--- src/rtl/qdr_multiport_arbiter_if.sv ---
// Requester-port and QDR-controller user-port bundle for qdr_multiport_arbiter.
// Modport master is the arbiter's view; modport slave is the surrounding environment's view.
interface qdr_multiport_arbiter_if #(
  parameter int unsigned NUM_PORTS  = 2,
  parameter int unsigned ADDR_WIDTH = 22,
  parameter int unsigned DATA_WIDTH = 36,
  parameter int unsigned BE_WIDTH   = 4
);
  logic [NUM_PORTS*ADDR_WIDTH-1:0] slave_addr;
  logic [NUM_PORTS-1:0]            slave_wr_strb;
  logic [NUM_PORTS*DATA_WIDTH-1:0] slave_wr_data;
  logic [NUM_PORTS*BE_WIDTH-1:0]   slave_wr_be;
  logic [NUM_PORTS-1:0]            slave_rd_strb;
  logic [NUM_PORTS-1:0]            slave_ack;
  logic [NUM_PORTS*DATA_WIDTH-1:0] slave_rd_data;
  logic [NUM_PORTS-1:0]            slave_rd_dvld;

  logic [ADDR_WIDTH-1:0]           master_addr;
  logic                            master_wr_strb;
  logic [DATA_WIDTH-1:0]           master_wr_data;
  logic [BE_WIDTH-1:0]             master_wr_be;
  logic                            master_rd_strb;
  logic [DATA_WIDTH-1:0]           master_rd_data;
  logic                            master_rd_dvld;

  modport master (
    input  slave_addr, slave_wr_strb, slave_wr_data, slave_wr_be, slave_rd_strb,
    input  master_rd_data, master_rd_dvld,
    output slave_ack, slave_rd_data, slave_rd_dvld,
    output master_addr, master_wr_strb, master_wr_data, master_wr_be, master_rd_strb
  );

  modport slave (
    output slave_addr, slave_wr_strb, slave_wr_data, slave_wr_be, slave_rd_strb,
    output master_rd_data, master_rd_dvld,
    input  slave_ack, slave_rd_data, slave_rd_dvld,
    input  master_addr, master_wr_strb, master_wr_data, master_wr_be, master_rd_strb
  );
endinterface

--- src/rtl/qdr_multiport_arbiter.sv ---
// Shares one QDR controller user port among NUM_PORTS requesters; a read-tag FIFO routes
// each returning read word back to the port that issued it.
module qdr_multiport_arbiter #(
  parameter int unsigned NUM_PORTS    = 2,
  parameter int unsigned ADDR_WIDTH   = 22,
  parameter int unsigned DATA_WIDTH   = 36,
  parameter int unsigned BE_WIDTH     = 4,
  parameter int unsigned RD_TAG_DEPTH = 16,
  parameter bit          PRIO_EN      = 1'b1
) (
  input  logic                          qdr_clk,
  input  logic                          qdr_rst,
  qdr_multiport_arbiter_if.master       bus,
  input  logic                          phy_rdy,
  input  logic                          cal_fail,
  output logic [$clog2(RD_TAG_DEPTH):0] rd_outstanding,
  output logic                          rd_underflow
);

  localparam int unsigned PW = (NUM_PORTS > 1) ? $clog2(NUM_PORTS) : 1;
  localparam int unsigned TW = $clog2(RD_TAG_DEPTH);
  localparam int unsigned CW = TW + 1;

  logic [NUM_PORTS-1:0]            elig;
  logic                            fifo_full;
  logic                            grant_vld, grant_rr;
  logic [PW-1:0]                   grant_idx;
  logic [PW-1:0]                   rr_ptr_q, rr_ptr_d;
  logic [ADDR_WIDTH-1:0]           g_addr;
  logic [DATA_WIDTH-1:0]           g_data;
  logic [BE_WIDTH-1:0]             g_be;
  logic                            g_wr, g_rd;
  logic                            push, pop, underflow_evt;
  logic [PW-1:0]                   tag_out;

  logic [NUM_PORTS-1:0]            ack_q;
  logic [NUM_PORTS*DATA_WIDTH-1:0] rd_data_q;
  logic [NUM_PORTS-1:0]            rd_dvld_q;
  logic [ADDR_WIDTH-1:0]           addr_q;
  logic                            wr_strb_q, rd_strb_q;
  logic [DATA_WIDTH-1:0]           wr_data_q;
  logic [BE_WIDTH-1:0]             wr_be_q;
  logic [TW-1:0]                   wr_ptr_q, rd_ptr_q;
  logic [CW-1:0]                   count_q;
  logic                            underflow_q;
  logic [PW-1:0]                   tag_mem_q [RD_TAG_DEPTH];

  assign fifo_full = (count_q == CW'(RD_TAG_DEPTH));

  // A port whose ack is high this cycle still holds its strobes; masking it avoids a double grant.
  always_comb begin
    elig = '0;
    for (int unsigned p = 0; p < NUM_PORTS; p++) begin
      elig[p] = (bus.slave_wr_strb[p] | bus.slave_rd_strb[p]) & ~ack_q[p]
              & (~bus.slave_rd_strb[p] | ~fifo_full) & phy_rdy & ~cal_fail;
    end
  end

  always_comb begin
    int unsigned idx;
    idx       = 0;
    grant_vld = 1'b0;
    grant_rr  = 1'b0;
    grant_idx = '0;
    if (PRIO_EN && elig[0]) begin
      grant_vld = 1'b1;
    end else begin
      for (int unsigned k = 0; k < NUM_PORTS; k++) begin
        idx = (32'(rr_ptr_q) + k) % NUM_PORTS;
        if (!grant_vld && elig[idx[PW-1:0]]) begin
          grant_vld = 1'b1;
          grant_rr  = 1'b1;
          grant_idx = idx[PW-1:0];
        end
      end
    end
  end

  always_comb begin
    rr_ptr_d = rr_ptr_q;
    if (grant_rr) begin
      rr_ptr_d = (32'(grant_idx) == NUM_PORTS - 1) ? '0 : grant_idx + PW'(1);
    end
  end

  always_comb begin
    g_addr = bus.slave_addr[32'(grant_idx)*ADDR_WIDTH +: ADDR_WIDTH];
    g_data = bus.slave_wr_data[32'(grant_idx)*DATA_WIDTH +: DATA_WIDTH];
    g_be   = bus.slave_wr_be[32'(grant_idx)*BE_WIDTH +: BE_WIDTH];
    g_wr   = bus.slave_wr_strb[grant_idx];
    g_rd   = bus.slave_rd_strb[grant_idx];
  end

  assign push          = grant_vld & g_rd;
  assign pop           = bus.master_rd_dvld & (count_q != '0);
  assign underflow_evt = bus.master_rd_dvld & (count_q == '0);
  assign tag_out       = tag_mem_q[rd_ptr_q];

  always_ff @(posedge qdr_clk) begin
    if (qdr_rst) begin
      ack_q       <= '0;
      rd_data_q   <= '0;
      rd_dvld_q   <= '0;
      addr_q      <= '0;
      wr_strb_q   <= 1'b0;
      rd_strb_q   <= 1'b0;
      wr_data_q   <= '0;
      wr_be_q     <= '0;
      rr_ptr_q    <= '0;
      wr_ptr_q    <= '0;
      rd_ptr_q    <= '0;
      count_q     <= '0;
      underflow_q <= 1'b0;
    end else begin
      ack_q     <= '0;
      wr_strb_q <= 1'b0;
      rd_strb_q <= 1'b0;
      rd_dvld_q <= '0;
      rr_ptr_q  <= rr_ptr_d;
      if (grant_vld) begin
        ack_q[grant_idx] <= 1'b1;
        addr_q           <= g_addr;
        wr_strb_q        <= g_wr;
        rd_strb_q        <= g_rd;
        // Write data/BE only move on a write so a read-only grant leaves them as they were.
        if (g_wr) begin
          wr_data_q <= g_data;
          wr_be_q   <= g_be;
        end
      end
      if (pop) begin
        rd_dvld_q[tag_out]                              <= 1'b1;
        rd_data_q[32'(tag_out)*DATA_WIDTH +: DATA_WIDTH] <= bus.master_rd_data;
      end
      wr_ptr_q <= wr_ptr_q + TW'(push);
      rd_ptr_q <= rd_ptr_q + TW'(pop);
      count_q  <= count_q + CW'(push) - CW'(pop);
      if (underflow_evt) begin
        underflow_q <= 1'b1;
      end
    end
  end

  // Tag storage needs no reset: entries are only read while the count says they are valid.
  always_ff @(posedge qdr_clk) begin
    if (push) begin
      tag_mem_q[wr_ptr_q] <= grant_idx;
    end
  end

  assign bus.slave_ack      = ack_q;
  assign bus.slave_rd_data  = rd_data_q;
  assign bus.slave_rd_dvld  = rd_dvld_q;
  assign bus.master_addr    = addr_q;
  assign bus.master_wr_strb = wr_strb_q;
  assign bus.master_rd_strb = rd_strb_q;
  assign bus.master_wr_data = wr_data_q;
  assign bus.master_wr_be   = wr_be_q;
  assign rd_outstanding     = count_q;
  assign rd_underflow       = underflow_q;

endmodule
--- src/flat_wrapper.sv ---
// flat-port wrapper written by rule: the top's interface ports become plain ports
module qdr_multiport_arbiter_flat 
#(
  parameter int unsigned NUM_PORTS    = 2,
  parameter int unsigned ADDR_WIDTH   = 22,
  parameter int unsigned DATA_WIDTH   = 36,
  parameter int unsigned BE_WIDTH     = 4,
  parameter int unsigned RD_TAG_DEPTH = 16,
  parameter bit          PRIO_EN      = 1'b1
)
  (qdr_clk, qdr_rst, phy_rdy, cal_fail, rd_outstanding, rd_underflow, bus_slave_addr, bus_slave_wr_strb, bus_slave_wr_data, bus_slave_wr_be, bus_slave_rd_strb, bus_master_rd_data, bus_master_rd_dvld, bus_slave_ack, bus_slave_rd_data, bus_slave_rd_dvld, bus_master_addr, bus_master_wr_strb, bus_master_wr_data, bus_master_wr_be, bus_master_rd_strb);
  qdr_multiport_arbiter_if #(.NUM_PORTS(NUM_PORTS), .ADDR_WIDTH(ADDR_WIDTH), .DATA_WIDTH(DATA_WIDTH), .BE_WIDTH(BE_WIDTH)) bus_i ();
  input  logic qdr_clk;
  input  logic qdr_rst;
  input  logic phy_rdy;
  input  logic cal_fail;
  output logic [$clog2(RD_TAG_DEPTH):0] rd_outstanding;
  output logic rd_underflow;
  input wire logic [$bits(bus_i.slave_addr)-1:0] bus_slave_addr;
  input wire logic [$bits(bus_i.slave_wr_strb)-1:0] bus_slave_wr_strb;
  input wire logic [$bits(bus_i.slave_wr_data)-1:0] bus_slave_wr_data;
  input wire logic [$bits(bus_i.slave_wr_be)-1:0] bus_slave_wr_be;
  input wire logic [$bits(bus_i.slave_rd_strb)-1:0] bus_slave_rd_strb;
  input wire logic [$bits(bus_i.master_rd_data)-1:0] bus_master_rd_data;
  input wire logic [$bits(bus_i.master_rd_dvld)-1:0] bus_master_rd_dvld;
  output wire logic [$bits(bus_i.slave_ack)-1:0] bus_slave_ack;
  output wire logic [$bits(bus_i.slave_rd_data)-1:0] bus_slave_rd_data;
  output wire logic [$bits(bus_i.slave_rd_dvld)-1:0] bus_slave_rd_dvld;
  output wire logic [$bits(bus_i.master_addr)-1:0] bus_master_addr;
  output wire logic [$bits(bus_i.master_wr_strb)-1:0] bus_master_wr_strb;
  output wire logic [$bits(bus_i.master_wr_data)-1:0] bus_master_wr_data;
  output wire logic [$bits(bus_i.master_wr_be)-1:0] bus_master_wr_be;
  output wire logic [$bits(bus_i.master_rd_strb)-1:0] bus_master_rd_strb;
  assign bus_i.slave_addr = bus_slave_addr;
  assign bus_i.slave_wr_strb = bus_slave_wr_strb;
  assign bus_i.slave_wr_data = bus_slave_wr_data;
  assign bus_i.slave_wr_be = bus_slave_wr_be;
  assign bus_i.slave_rd_strb = bus_slave_rd_strb;
  assign bus_i.master_rd_data = bus_master_rd_data;
  assign bus_i.master_rd_dvld = bus_master_rd_dvld;
  assign bus_slave_ack = bus_i.slave_ack;
  assign bus_slave_rd_data = bus_i.slave_rd_data;
  assign bus_slave_rd_dvld = bus_i.slave_rd_dvld;
  assign bus_master_addr = bus_i.master_addr;
  assign bus_master_wr_strb = bus_i.master_wr_strb;
  assign bus_master_wr_data = bus_i.master_wr_data;
  assign bus_master_wr_be = bus_i.master_wr_be;
  assign bus_master_rd_strb = bus_i.master_rd_strb;
  qdr_multiport_arbiter #(.NUM_PORTS(NUM_PORTS), .ADDR_WIDTH(ADDR_WIDTH), .DATA_WIDTH(DATA_WIDTH), .BE_WIDTH(BE_WIDTH), .RD_TAG_DEPTH(RD_TAG_DEPTH), .PRIO_EN(PRIO_EN)) u_core (.qdr_clk(qdr_clk), .qdr_rst(qdr_rst), .bus(bus_i), .phy_rdy(phy_rdy), .cal_fail(cal_fail), .rd_outstanding(rd_outstanding), .rd_underflow(rd_underflow));
endmodule
--- config.mk ---
export PLATFORM = sky130hd
export DESIGN_NAME = qdr_multiport_arbiter_flat
export DESIGN_NICKNAME = d
export VERILOG_FILES = /design/src/rtl/qdr_multiport_arbiter_if.sv /design/src/rtl/qdr_multiport_arbiter.sv /design/src/flat_wrapper.sv
export SDC_FILE = /design/constraint.sdc
export NUM_CORES = 1
export LEC_CHECK = 0
export ABC_AREA = 1
export CORE_MARGIN = 4
export CORE_UTILIZATION = 40
export CTS_CLUSTER_DIAMETER = 200
export CTS_CLUSTER_SIZE = 30
export DETAILED_ROUTE_END_ITERATION = 7
export PLACE_DENSITY = 0.88
export SLEW_MARGIN = 40
export SYNTH_ARGS = -nofsm -noshare
export SYNTH_HDL_FRONTEND = slang
export SYNTH_SLANG_ARGS = --single-unit
--- constraint.sdc ---
create_clock -name qdr_clk -period 2.7 [get_ports qdr_clk]
set_input_delay 0.54 -clock qdr_clk [delete_from_list [all_inputs] [get_ports qdr_clk]]
set_output_delay 0.54 -clock qdr_clk [all_outputs]
set_load 0.1 [all_outputs]
==> qor.yml <==
finish:
  area_growth_pct: 43.7
  final-instance-count-excl-fill: 1781
  design_area_um2: 11800
  layout-drive-gt1-share_pct: 14.8
  nets: 1677
  fillCellCount: 1842
logic_synthesis:
  async_flop_share_pct: 0
  ys_seq_area_share_pct: 43.4
  ys_types: 32
  syn_area_um2: 8200
  synthFlopType: "dfxtp_1"
  syn_inst: 1221
  syn_nets: 1401
  ys_warn_count: 0
  synth_edf_count: 16
  yosys_register_bits: 170
  syn_area_per_cell_um2: 6.72
critical_path:
  critPathMaxStageDelay_ns: 0.39
  cp.required_ns: 3.04
  path_buf_inv: 4
  critPathLaunchType: "flip-flop"
  crit_arrival_ns: 2.81
  crit_family: "adder cells"
  worst-setup-path-type: "reg2reg"
  crit_chain: "inv_1 > ha_1 > nand3_1 > nand2_1 > clkinv_2 > ha_1 > inv_1 > ha_1 > fa_1 > nand2_1 > inv_1 > o21bai_1 > a21oi_1 > nor3_1"
  critical_path.max_fanout: 4
  cp-end-kind: "flip-flop"
  cp_slowest_cell: "fa_1"
cts:
  cts_root_buffer: "clkbuf_16"
  cts_setup_buffers: 0
  cts_resized: 0
  cts_tree: "done"
  clk-insertion-delay-late_ns: 0.42
  cts_max_path_buffers: 2
  cts_buffers: 17
  numClockSinks: 170
  clkTransAtPathRegs_ns: 0.07
  cts_hold_buf: 0
  cts_htree_levels: 4
sta:
  tns_ns: 0
  worst_slack_ns: 0.235
  slew_headroom_pct: 57.5
  fmax_ghz: 0.406
  max_slew.worst_pin.slew_ns: 0.637
  clock_skew_ns: 0.00906
  period_needed_ns: 2.47
  hold_viol: 0
  slew_viol_final: 0
  rsz0062_at_grt: "no"
  setup_viol: 0
  finalCritPeriodShare_pct: 91.3
placed_design:
  gp_congestion: 0.868
  place_area_um2: 11200
  pre_cts_ws_ns: -0.106
  placed_cells: 1748
  io_buffers: 314
  dpl.hpwl_um: 18400
pwr:
  leakage_uw: 0.00579
  ir_worst_vdd_uv: 442
  pwr_density_cell_nw_per_um2: 1140
grt:
  overflow: 0
  antenna_found_initial: 2
  grt_pass1_wl_um: 38700
  grt_start_max_net_pins: 112
  grtUsageTotal_pct: 21.1
  grt_pass1_vias: 7968
detailed_routing:
  ant_nets: 0
  drc: 0
  drtIter0Drc: 391
  routedWlPerCell_um: 14.2
  vias_per_cell: 4.76
  wirelength_um: 25300
  via_count: 8480
  first_pass_iters: 4
die:
  rows: 52
  core_um2: 20200
  initial_utilization_pct: 40.7
  pin_count: 315
  die_w_um: 151
  dieArea_um2: 22900
  die_h_um: 151
run:
  cap_violations: 0
run_status:
  status: "finished clean"
hold_path:
  hold_class: "reg2reg"
placed cells by master, fill, tap and decap left out, types with 3 or more instances in the layout:
cell             instances
nand2_1                288
nor2_1                 204
inv_1                  177
clkdlybuf4s50_1        168
buf_4                  159
dfxtp_1                149
nand3_1                132
a21oi_1                 42
nand4_1                 39
o21ai_0                 35
clkbuf_16               17
edfxtp_1                16
o21ai_1                 13
ha_1                    10
buf_12                   8
inv_2                    7
nor3_1                   6
clkinv_4                 4
nand2_2                  3
clkinv_2                 3
clkbuf_8                 3
dfxtp_2                  3
worst paths after layout:
| check | to | depth (start not counted) | slack, ns | start |
|---|---|---|---|---|
| min reg2reg | u_core.rd_underflow$_SDFFE_PP0P_ | 2 | 0.45 | u_core.rd_underflow$_SDFFE_PP0P_ |
| max reg2reg | u_core.rd_outstanding[4]$_SDFF_PP0_ | 14 | 0.23 | u_core.rd_outstanding[3]$_SDFF_PP0_ |
| min | u_core.rd_underflow$_SDFFE_PP0P_ | 2 | 0.45 | u_core.rd_underflow$_SDFFE_PP0P_ |
| max | u_core.rd_outstanding[4]$_SDFF_PP0_ | 14 | 0.23 | u_core.rd_outstanding[3]$_SDFF_PP0_ |
worst register-to-register path: stages, from the launching register on:
cell	delay (ns)
dfxtp_4	0.35
inv_1	0.08
ha_1	0.24
nand3_1	0.10
nand2_1	0.08
clkinv_2	0.08
ha_1	0.28
inv_1	0.04
ha_1	0.22
fa_1	0.39
nand2_1	0.07
inv_1	0.05
o21bai_1	0.15
a21oi_1	0.09
nor3_1	0.17
routing by layer:
layer / share of wire [%] / track usage (%)
met1: 38 / 23.8
met2: 50 / 37.4
met3: 9.7 / 6.49
met4: 2.2 / 7.75
met5: 0 / 0
power breakdown:
group | internal (uW) | switching (uW)
clock | 1450 | 1050
sequential | 3120 | 342
combinational | 1740 | 5760
total | 6310 | 7150
state kept, by name (all words and copies together), names as in the netlist, 2 cells and up:
name	cells
u_core.bus.master_wr_data	36
u_core.tag_mem_q	16
u_core.bus.slave_rd_data	72
u_core.rd_outstanding	5
u_core.bus.master_addr	22
u_core.wr_ptr_q	4
u_core.rd_ptr_q	4
u_core.bus.master_wr_be	4
u_core.bus.slave_ack	2
u_core.bus.slave_rd_dvld	2
per-stage QoR:
step	power, uW	hold WS, ns	util, %
after floorplan	9460	0.471	-
after global placement	10900	0.439	55.4
after detailed placement	11000	0.442	55.4
after CTS	13500	0.453	58.4
after global routing	14200	0.465	58.4
final	13500	0.449	58.4
cell families after synthesis:
logic type	after synthesis	synth area share, %
flops	170	43.4
simple gates	679	35.1
xor+xnor	3	0.320
fa+ha+maj	11	1.77
buf+inv	265	13.6
compound gates	93	5.78
final cells by class:
class,count,area [um^2],area share (%)
sequential,170,3570,30.3
antenna,2,5.00,0.0425
clock buffer,20,467,3.96
tap,270,338,2.87
clock inverter,11,136,1.16
multi-input combinational,786,3530,29.9
inverter,187,707,6.00
timing repair buffer,335,3040,25.7
synth_stat cells (6+ instances only):
master,number,area share (%)
buf_6,9,1.2
inv_2,8,0.37
o21ai_0,35,2.1
buf_2,30,1.8
nor2_1,204,9.3
inv_1,178,8.1
clkbuf_1,11,0.50
ha_1,10,1.5
dfxtp_1,154,38
buf_1,24,1.1
o21ai_1,13,0.79
nand4_1,39,3.0
a21oi_1,42,2.6
edfxtp_1,16,5.9
nor3_1,6,0.37
nand3_1,133,8.1
nand2_1,288,13
No activity file was read; power rests on OpenSTA's default activity.
